**src/rtl/button_press_classifier_pkg.sv**
```systemverilog
// Shared types and default timing for the front-panel button classifiers.
package nixie_button_pkg;

  // Default intervals at a 100 MHz system clock.
  localparam int BTN_LONG_CYCLES   = 100_000_000;  // 1 s
  localparam int BTN_REPEAT_CYCLES = 20_000_000;   // 200 ms
  localparam int BTN_GAP_CYCLES    = 30_000_000;   // 300 ms

  typedef enum logic [2:0] {
    IDLE,
    PRESSED,
    LONG_HELD,
    WAIT_GAP,
    SECOND_PRESSED
  } btn_state_t;

  // Which interval the shared timer is currently compared against.
  typedef enum logic [1:0] {
    SEL_LONG,
    SEL_REPEAT,
    SEL_GAP
  } timer_sel_t;

  function automatic int maxOf3(input int a, input int b, input int c);
    int m;
    m = (a > b) ? a : b;
    return (m > c) ? m : c;
  endfunction

endpackage

```
**src/rtl/button_press_classifier_if.sv**
```systemverilog
// Debouncer-side pulses in, user-level event pulses out.
interface button_press_classifier_if;
  logic press_pulse;
  logic release_pulse;
  logic short_pulse;
  logic double_pulse;
  logic long_pulse;
  logic repeat_pulse;
  logic held;

  // Upstream side: the debouncer drives pulses and observes events.
  modport master (
    output press_pulse, release_pulse,
    input  short_pulse, double_pulse, long_pulse, repeat_pulse, held
  );

  // Classifier side.
  modport slave (
    input  press_pulse, release_pulse,
    output short_pulse, double_pulse, long_pulse, repeat_pulse, held
  );
endinterface

```
**src/rtl/button_press_classifier_event_timer.sv**
```systemverilog
// Shared interval timer: up-counter with clear/load and a terminal match
// against one of three limits chosen by the caller.
module event_timer
  import nixie_button_pkg::*;
#(
  parameter int            CW        = 8,
  parameter logic [CW-1:0] LONG_TC   = '0,
  parameter logic [CW-1:0] REPEAT_TC = '0,
  parameter logic [CW-1:0] GAP_TC    = '0
) (
  input  logic          clk,
  input  logic          rst_n,
  input  logic          clear,
  input  logic          load,
  input  logic [CW-1:0] loadVal,
  input  timer_sel_t    limitSel,
  output logic          match
);

  logic [CW-1:0] cnt;
  logic [CW-1:0] limit;

  // Count up every cycle; clear wins over load.
  always_ff @(posedge clk or negedge rst_n) begin
    if (!rst_n) begin
      cnt <= '0;
    end else if (clear) begin
      cnt <= '0;
    end else if (load) begin
      cnt <= loadVal;
    end else begin
      cnt <= cnt + CW'(1);
    end
  end

  // Select the terminal value for the interval being timed.
  always_comb begin
    limit = LONG_TC;
    case (limitSel)
      SEL_LONG:   limit = LONG_TC;
      SEL_REPEAT: limit = REPEAT_TC;
      SEL_GAP:    limit = GAP_TC;
      default:    limit = LONG_TC;
    endcase
  end

  assign match = (cnt == limit);

endmodule

```
**src/rtl/button_press_classifier.sv**
```systemverilog
// Turns debounced press/release pulses into short, double, long and
// auto-repeat events. All outputs are registered one-cycle pulses except
// held, which is a level.
//
// state          | meaning
// ---------------+-------------------------------------------------------
// IDLE           | button up, nothing pending
// PRESSED        | first press down, timing toward long press
// LONG_HELD      | long press reported, emitting repeats every period
// WAIT_GAP       | first click released, waiting for a second press
// SECOND_PRESSED | second press down, double on release or long on timeout
//
// A release that lands on the same cycle as a terminal count wins: the
// button is already up, so the hold-based event is not reported.
module button_press_classifier
  import nixie_button_pkg::*;
#(
  parameter int LONG_CYCLES   = BTN_LONG_CYCLES,
  parameter int REPEAT_CYCLES = BTN_REPEAT_CYCLES,
  parameter int GAP_CYCLES    = BTN_GAP_CYCLES
) (
  input logic                       clk,
  input logic                       rst_n,
  button_press_classifier_if.slave  bus
);

  localparam int MAX_CYCLES = maxOf3(LONG_CYCLES, REPEAT_CYCLES, GAP_CYCLES);
  localparam int CW         = (MAX_CYCLES > 2) ? $clog2(MAX_CYCLES) : 1;

  localparam logic [CW-1:0] LONG_TC   = CW'(LONG_CYCLES - 1);
  localparam logic [CW-1:0] REPEAT_TC = CW'(REPEAT_CYCLES - 1);
  // With GAP_CYCLES == 0 the WAIT_GAP state is never entered.
  localparam logic [CW-1:0] GAP_TC    = (GAP_CYCLES > 0) ? CW'(GAP_CYCLES - 1) : '0;

  btn_state_t state, stateNext;
  timer_sel_t timerSel;
  logic       timerClear, timerMatch;
  logic       pressEv, releaseEv;
  logic       shortNext, doubleNext, longNext, repeatNext, heldNext;
  logic       shortQ, doubleQ, longQ, repeatQ, heldQ;

  // Press and release together cancel each other.
  assign pressEv   = bus.press_pulse & ~bus.release_pulse;
  assign releaseEv = bus.release_pulse & ~bus.press_pulse;

  // Timer limit follows the interval that matters in the current state.
  always_comb begin
    timerSel = SEL_LONG;
    case (state)
      LONG_HELD: timerSel = SEL_REPEAT;
      WAIT_GAP:  timerSel = SEL_GAP;
      default:   timerSel = SEL_LONG;
    endcase
  end

  event_timer #(
    .CW       (CW),
    .LONG_TC  (LONG_TC),
    .REPEAT_TC(REPEAT_TC),
    .GAP_TC   (GAP_TC)
  ) uTimer (
    .clk     (clk),
    .rst_n   (rst_n),
    .clear   (timerClear),
    .load    (1'b0),
    .loadVal ({CW{1'b0}}),
    .limitSel(timerSel),
    .match   (timerMatch)
  );

  // Next-state and next-event decode.
  always_comb begin
    stateNext  = state;
    timerClear = 1'b0;
    shortNext  = 1'b0;
    doubleNext = 1'b0;
    longNext   = 1'b0;
    repeatNext = 1'b0;
    case (state)
      IDLE: begin
        timerClear = 1'b1;
        if (pressEv) stateNext = PRESSED;
      end
      PRESSED: begin
        if (releaseEv) begin
          if (GAP_CYCLES == 0) begin
            shortNext = 1'b1;
            stateNext = IDLE;
          end else begin
            stateNext = WAIT_GAP;
          end
        end else if (timerMatch) begin
          longNext  = 1'b1;
          stateNext = LONG_HELD;
        end
      end
      LONG_HELD: begin
        if (releaseEv) begin
          stateNext = IDLE;
        end else if (timerMatch) begin
          repeatNext = 1'b1;
          timerClear = 1'b1;
        end
      end
      WAIT_GAP: begin
        // Timeout beats a press arriving on the same cycle.
        if (timerMatch) begin
          shortNext = 1'b1;
          stateNext = IDLE;
        end else if (pressEv) begin
          stateNext = SECOND_PRESSED;
        end
      end
      SECOND_PRESSED: begin
        if (releaseEv) begin
          doubleNext = 1'b1;
          stateNext  = IDLE;
        end else if (timerMatch) begin
          shortNext = 1'b1;
          longNext  = 1'b1;
          stateNext = LONG_HELD;
        end
      end
      default: begin
        stateNext  = IDLE;
        timerClear = 1'b1;
      end
    endcase
    if (stateNext != state) timerClear = 1'b1;
    heldNext = (stateNext == PRESSED) || (stateNext == LONG_HELD) ||
               (stateNext == SECOND_PRESSED);
  end

  // State register.
  always_ff @(posedge clk or negedge rst_n) begin
    if (!rst_n) state <= IDLE;
    else        state <= stateNext;
  end

  // Output registers.
  always_ff @(posedge clk or negedge rst_n) begin
    if (!rst_n) begin
      shortQ  <= 1'b0;
      doubleQ <= 1'b0;
      longQ   <= 1'b0;
      repeatQ <= 1'b0;
      heldQ   <= 1'b0;
    end else begin
      shortQ  <= shortNext;
      doubleQ <= doubleNext;
      longQ   <= longNext;
      repeatQ <= repeatNext;
      heldQ   <= heldNext;
    end
  end

  assign bus.short_pulse  = shortQ;
  assign bus.double_pulse = doubleQ;
  assign bus.long_pulse   = longQ;
  assign bus.repeat_pulse = repeatQ;
  assign bus.held         = heldQ;

endmodule

```
**src/flat_wrapper.sv**
```systemverilog
// flat-port wrapper written by rule: the top's interface ports become plain ports
module button_press_classifier_flat import nixie_button_pkg::*;
#(
  parameter int LONG_CYCLES   = BTN_LONG_CYCLES,
  parameter int REPEAT_CYCLES = BTN_REPEAT_CYCLES,
  parameter int GAP_CYCLES    = BTN_GAP_CYCLES
)
  (clk, rst_n, bus_press_pulse, bus_release_pulse, bus_short_pulse, bus_double_pulse, bus_long_pulse, bus_repeat_pulse, bus_held);
  button_press_classifier_if bus_i ();
  input logic clk;
  input logic rst_n;
  input wire logic [$bits(bus_i.press_pulse)-1:0] bus_press_pulse;
  input wire logic [$bits(bus_i.release_pulse)-1:0] bus_release_pulse;
  output wire logic [$bits(bus_i.short_pulse)-1:0] bus_short_pulse;
  output wire logic [$bits(bus_i.double_pulse)-1:0] bus_double_pulse;
  output wire logic [$bits(bus_i.long_pulse)-1:0] bus_long_pulse;
  output wire logic [$bits(bus_i.repeat_pulse)-1:0] bus_repeat_pulse;
  output wire logic [$bits(bus_i.held)-1:0] bus_held;
  assign bus_i.press_pulse = bus_press_pulse;
  assign bus_i.release_pulse = bus_release_pulse;
  assign bus_short_pulse = bus_i.short_pulse;
  assign bus_double_pulse = bus_i.double_pulse;
  assign bus_long_pulse = bus_i.long_pulse;
  assign bus_repeat_pulse = bus_i.repeat_pulse;
  assign bus_held = bus_i.held;
  button_press_classifier #(.LONG_CYCLES(LONG_CYCLES), .REPEAT_CYCLES(REPEAT_CYCLES), .GAP_CYCLES(GAP_CYCLES)) u_core (.clk(clk), .rst_n(rst_n), .bus(bus_i));
endmodule
```
**config.mk**
```make
export PLATFORM = sky130hd
export DESIGN_NAME = button_press_classifier_flat
export DESIGN_NICKNAME = d
export VERILOG_FILES = /design/src/rtl/button_press_classifier_pkg.sv /design/src/rtl/button_press_classifier_if.sv /design/src/rtl/button_press_classifier_event_timer.sv /design/src/rtl/button_press_classifier.sv /design/src/flat_wrapper.sv
export SDC_FILE = /design/constraint.sdc
export NUM_CORES = 1
export LEC_CHECK = 0
export BUFFER_PORTS_ARGS = -buffer_cell sky130_fd_sc_hd__buf_2
export CAP_MARGIN = 0
export CORE_AREA = 2 2 64 66
export CTS_CLUSTER_DIAMETER = 100
export DETAILED_ROUTE_END_ITERATION = 16
export DIE_AREA = 0 0 66 68
export PLACE_DENSITY = 0.77
export SETUP_SLACK_MARGIN = 0.15
export SKIP_LAST_GASP = 1
export SLEW_MARGIN = 20
export SYNTH_ARGS = -nofsm -noshare
export SYNTH_HDL_FRONTEND = slang
export SYNTH_HIERARCHICAL = 1
export SYNTH_SLANG_ARGS = --single-unit
```
**constraint.sdc**
```tcl
create_clock -name clk -period 7.5 [get_ports clk]
set_input_delay 0.375 -clock clk [delete_from_list [all_inputs] [get_ports clk]]
set_output_delay 0.375 -clock clk [all_outputs]
set_load 0.05 [all_outputs]
```
==> flow_metrics.tcl <==
set metrics [dict create \
    gates_resized_cts_repair 0 \
    rsz_0062_raised_after_global_routing "false" \
    detail_route.vias_per_cell 5.95 \
    std_cell_rows 23 \
    netlist_top_cells_count "35 x sky130_fd_sc_hd__dfrtp_1, 27 x sky130_fd_sc_hd__nor2_1, 15 x sky130_fd_sc_hd__nand2_1, 11 x sky130_fd_sc_hd__a311oi_1" \
    async_flop_share_pct 100 \
    clock_sink_count 35 \
    timing.hold.worst.class "in -> async" \
    finalCritPeriodShare_pct 44.4 \
    gp_routability_congestion 0.863 \
    floorplan.core_area_sq_um 3860 \
    setup_ws_ps 4170 \
    cap_viol_max_count 0 \
    data_required_time_at_the_worst_endpoint_ps 7690 \
    synth_area_leader_cell "sky130_fd_sc_hd__dfrtp_1" \
    clk_root_buffer_cell "sky130_fd_sc_hd__clkbuf_8" \
    relSlewSlack_pct 48.3 \
    drtPass1Iterations 4 \
    crit_path_end_kind "flop" \
    die_area_sq_um 4490 \
    die-height_um 68 \
    synth_seq_cells 35 \
    cellPowerDensity_nw_per_um2 306 \
    groute.usage.overall_pct 24.2 \
    yosysWarningCount 6 \
    drv_slew 0 \
    dp_hpwl_um 3270 \
    worst_r2r_path_depth 11 \
    cts-buffers-inserted 5 \
    tightestPinTransition_ps 776 \
    synth_sequential_area_ratio_pct 38.2 \
    crit_slowest_cell "sky130_fd_sc_hd__dfrtp_1" \
    cts.reportedPaths.clkPinSlew_ps 70 \
    grt-ovfl-total 0 \
    wire_per_inst_um 14.6 \
    fin_cells 328 \
    finalHoldViolCount 0 \
    dp_cells 320 \
    route.detailed.drc 0 \
    p_leak_uw 0.00104 \
    number_of_design_rule_violations_left_by_the_first_detailed_router_iteration 187 \
    synth.avg_cell_area_sq_um 9.10 \
    synth_cell_type_count 52 \
    tritoncts "built" \
    worst_r2r_endpoint "u_core/uTimer/cnt[24]$_DFF_PN0_" \
    first_global_vias 1757 \
    finalCriticalPeriod_ps 3330 \
    grt_max_degree 43 \
    timing.rr.start "u_core/state[1]$_DFF_PN0_" \
    clkLatencyLatePin_ps 290 \
    run_status "completed" \
    final_layout_size_suffix_gt1_share_pct 10.4 \
    path_delay_family "compound AO/OA/AOI/OAI gates" \
    clk_path_buf_depth 2 \
    critPathArrivalTime_ps 3520 \
    yosys.area.top_type_share_pct 38.2 \
    synth.most_common_cell "sky130_fd_sc_hd__dfrtp_1" \
    portBuffers 8 \
    ir_worst_vdd_uv 269 \
    syn_inst 252 \
    synthFlopType "sky130_fd_sc_hd__dfrtp_1" \
    critical_path_launch_point_type "flop" \
    dr_total_vias 1951 \
    htree_num_levels 2 \
    maxClockFrequency_mhz 300 \
    netlist_top_cells_area "sky130_fd_sc_hd__dfrtp_1 38%, sky130_fd_sc_hd__nor2_1 4.4%, sky130_fd_sc_hd__a311oi_1 4.2%, sky130_fd_sc_hd__a211oi_1 3.3%, sky130_fd_sc_hd__and3_1 2.7%" \
    critical_path.most_common_cell "sky130_fd_sc_hd__a2111oi_0" \
    antenna_violations_before_repair 0 \
    timing.critical_path.slowest_cell_delay_ps 620 \
    cts-hold-fix-buffers 0 \
    antenna_violating_nets_post_route 0 \
    cp_num_buf_inv 2 \
    antenna_cells_inserted 0 \
    netlist_area_sq_um 2290 \
    pin_count 9 \
    grt_pass1_wl_um 8310 \
    area.growth.synth_to_final_pct 9.49 \
    fp.dieW_um 66 \
    setup_total_negative_slack_ps 0 \
    synth_edf_count 0 \
    post-cts-setup-buffers 0 \
    initial_core_util_pct 59.5 \
    timing.final.setup_violations 0 \
    preCtsSetupSlack_ps 4190 \
    critPathKind "reg -> reg" \
    route.final.wire_length_um 4800 \
    crit_path_cell_trace "nor3b_4 -> inv_1 -> ha_1 -> or3_1 -> a2111oi_0 -> o211a_1 -> a21oi_1 -> o2111ai_2 -> buf_4 -> a2111oi_0 -> and3_1" \
    nNetsFinal 284 \
    timing.critical_path.fanout_max 27 \
    reg2reg_setup_slack_ps 4170 \
    skew_ps 3.41 \
]
## layout by cell type, fill, tap and decap left out, types with 2 or more instances in the layout
cell | Yosys | final
sky130_fd_sc_hd__nand4_1 | 9 | 9
sky130_fd_sc_hd__o211a_1 | 2 | 2
sky130_fd_sc_hd__xnor2_1 | 7 | 7
sky130_fd_sc_hd__o31ai_1 | 5 | 5
sky130_fd_sc_hd__or4_1 | 6 | 6
sky130_fd_sc_hd__nand2_1 | 15 | 15
sky130_fd_sc_hd__and3b_2 | 2 | 2
sky130_fd_sc_hd__nor4_1 | 6 | 6
sky130_fd_sc_hd__nand4b_1 | 2 | 2
sky130_fd_sc_hd__dfrtp_1 | 35 | 35
sky130_fd_sc_hd__nor2b_1 | 4 | 4
sky130_fd_sc_hd__conb_1 | 1 | 28
sky130_fd_sc_hd__a211oi_1 | 10 | 10
sky130_fd_sc_hd__o21a_1 | 2 | 2
sky130_fd_sc_hd__nor2_1 | 27 | 27
sky130_fd_sc_hd__inv_1 | 7 | 7
sky130_fd_sc_hd__a311oi_1 | 11 | 11
sky130_fd_sc_hd__or3_1 | 5 | 5
sky130_fd_sc_hd__ha_1 | 3 | 3
sky130_fd_sc_hd__a2111oi_0 | 5 | 5
sky130_fd_sc_hd__and3_1 | 10 | 10
sky130_fd_sc_hd__clkbuf_8 | 1 | 7
sky130_fd_sc_hd__buf_2 | 2 | 8
sky130_fd_sc_hd__o21ai_0 | 8 | 8
sky130_fd_sc_hd__nor3_1 | 5 | 5
sky130_fd_sc_hd__and4_1 | 5 | 5
sky130_fd_sc_hd__a21oi_1 | 6 | 6
sky130_fd_sc_hd__xor2_1 | 6 | 6
sky130_fd_sc_hd__nor4b_1 | 3 | 3
sky130_fd_sc_hd__nand3_1 | 10 | 10
## worst max path at each step
stage | from | end | slack (ps) | cells past startpoint
6_report | u_core/state[1]$_DFF_PN0_ | u_core/uTimer/cnt[24]$_DFF_PN0_ | 4170 | 11
3_3_place_gp | u_core/state[1]$_DFF_PN0_ | u_core/uTimer/cnt[24]$_DFF_PN0_ | 4300 | 11
4_1_cts | u_core/state[1]$_DFF_PN0_ | u_core/uTimer/cnt[24]$_DFF_PN0_ | 4180 | 11
5_1_grt | u_core/state[1]$_DFF_PN0_ | u_core/uTimer/cnt[24]$_DFF_PN0_ | 3830 | 11
2_1_floorplan | u_core/state[0]$_DFF_PN0_ | u_core/uTimer/cnt[0]$_DFF_PN0_ | 4520 | 13
3_5_place_dp | u_core/state[1]$_DFF_PN0_ | u_core/uTimer/cnt[24]$_DFF_PN0_ | 4190 | 11
## cell families (layout without fill, tap and decap cells)
| kind of cell | after synthesis | after routing | synth area share, % |
|---|---|---|---|
| and+or+nand+nor | 117 | 117 | 30.4 |
| AOI/OAI and AO/OA | 57 | 57 | 18.7 |
| DFF | 35 | 35 | 38.2 |
| buffers and inverters | 25 | 24 | 5.51 |
| xor gates and xnor gates | 13 | 13 | 4.96 |
| adders and majority gates | 3 | 3 | 1.64 |
| other | 1 | 28 | 0.164 |
| muxes | 1 | 1 | 0.436 |
## routing by layer
metal | part of all wire (%) | vias up | GRT usage, %
met5 | 0 | - | 0
li1 | - | 984 | -
met3 | 4.0 | 8 | 5.10
met2 | 45 | 34 | 38.1
met1 | 49 | 925 | 33.1
met4 | 1.7 | 0 | 8.93
## state kept, by name (all words and copies together) (netlist names)
signal,cells
u_core/bus.short_pulse,1
u_core/bus.repeat_pulse,1
u_core/uTimer/cnt,27
u_core/state,3
u_core/bus.long_pulse,1
u_core/bus.double_pulse,1
u_core/bus.held,1
## layout make-up
| cell class | count | area [sq um] |
|---|---|---|
| inverters | 7 | 26.3 |
| multi-input cells | 219 | 1400 |
| fillers | 336 | 1350 |
| repair buffers | 9 | 47.5 |
| clock buffers | 8 | 100 |
| flip-flops and latches | 35 | 876 |
| well taps | 50 | 62.6 |
## through the flow
stage	instance area, sq um	power [uW]	util [%]	hold slack, ps
after floorplan	2390	555	-	79.4
after global placement	2410	610	62.5	511
after detailed placement	2410	615	62.5	500
after CTS	2510	771	65.1	181
after global routing	2510	826	65.1	223
final	2510	769	65.1	159
## worst reg2reg max path: cells and delay by family (launching register included)
kind	cells	cell delay, ps
fa+ha+maj	1	300
flops	1	620
buf+inv	2	390
compound gates	5	1090
simple gates	3	820
## power by group
part           total [uW]  leakage [uW]  switching [uW]  internal [uW]
Sequential            383      0.000454             126            257
Combinational         235      0.000539             127            108
Clock                 151     0.0000515            67.4           83.8
Total                 769       0.00104             321            449
No activity file was read; power rests on OpenSTA's default activity.
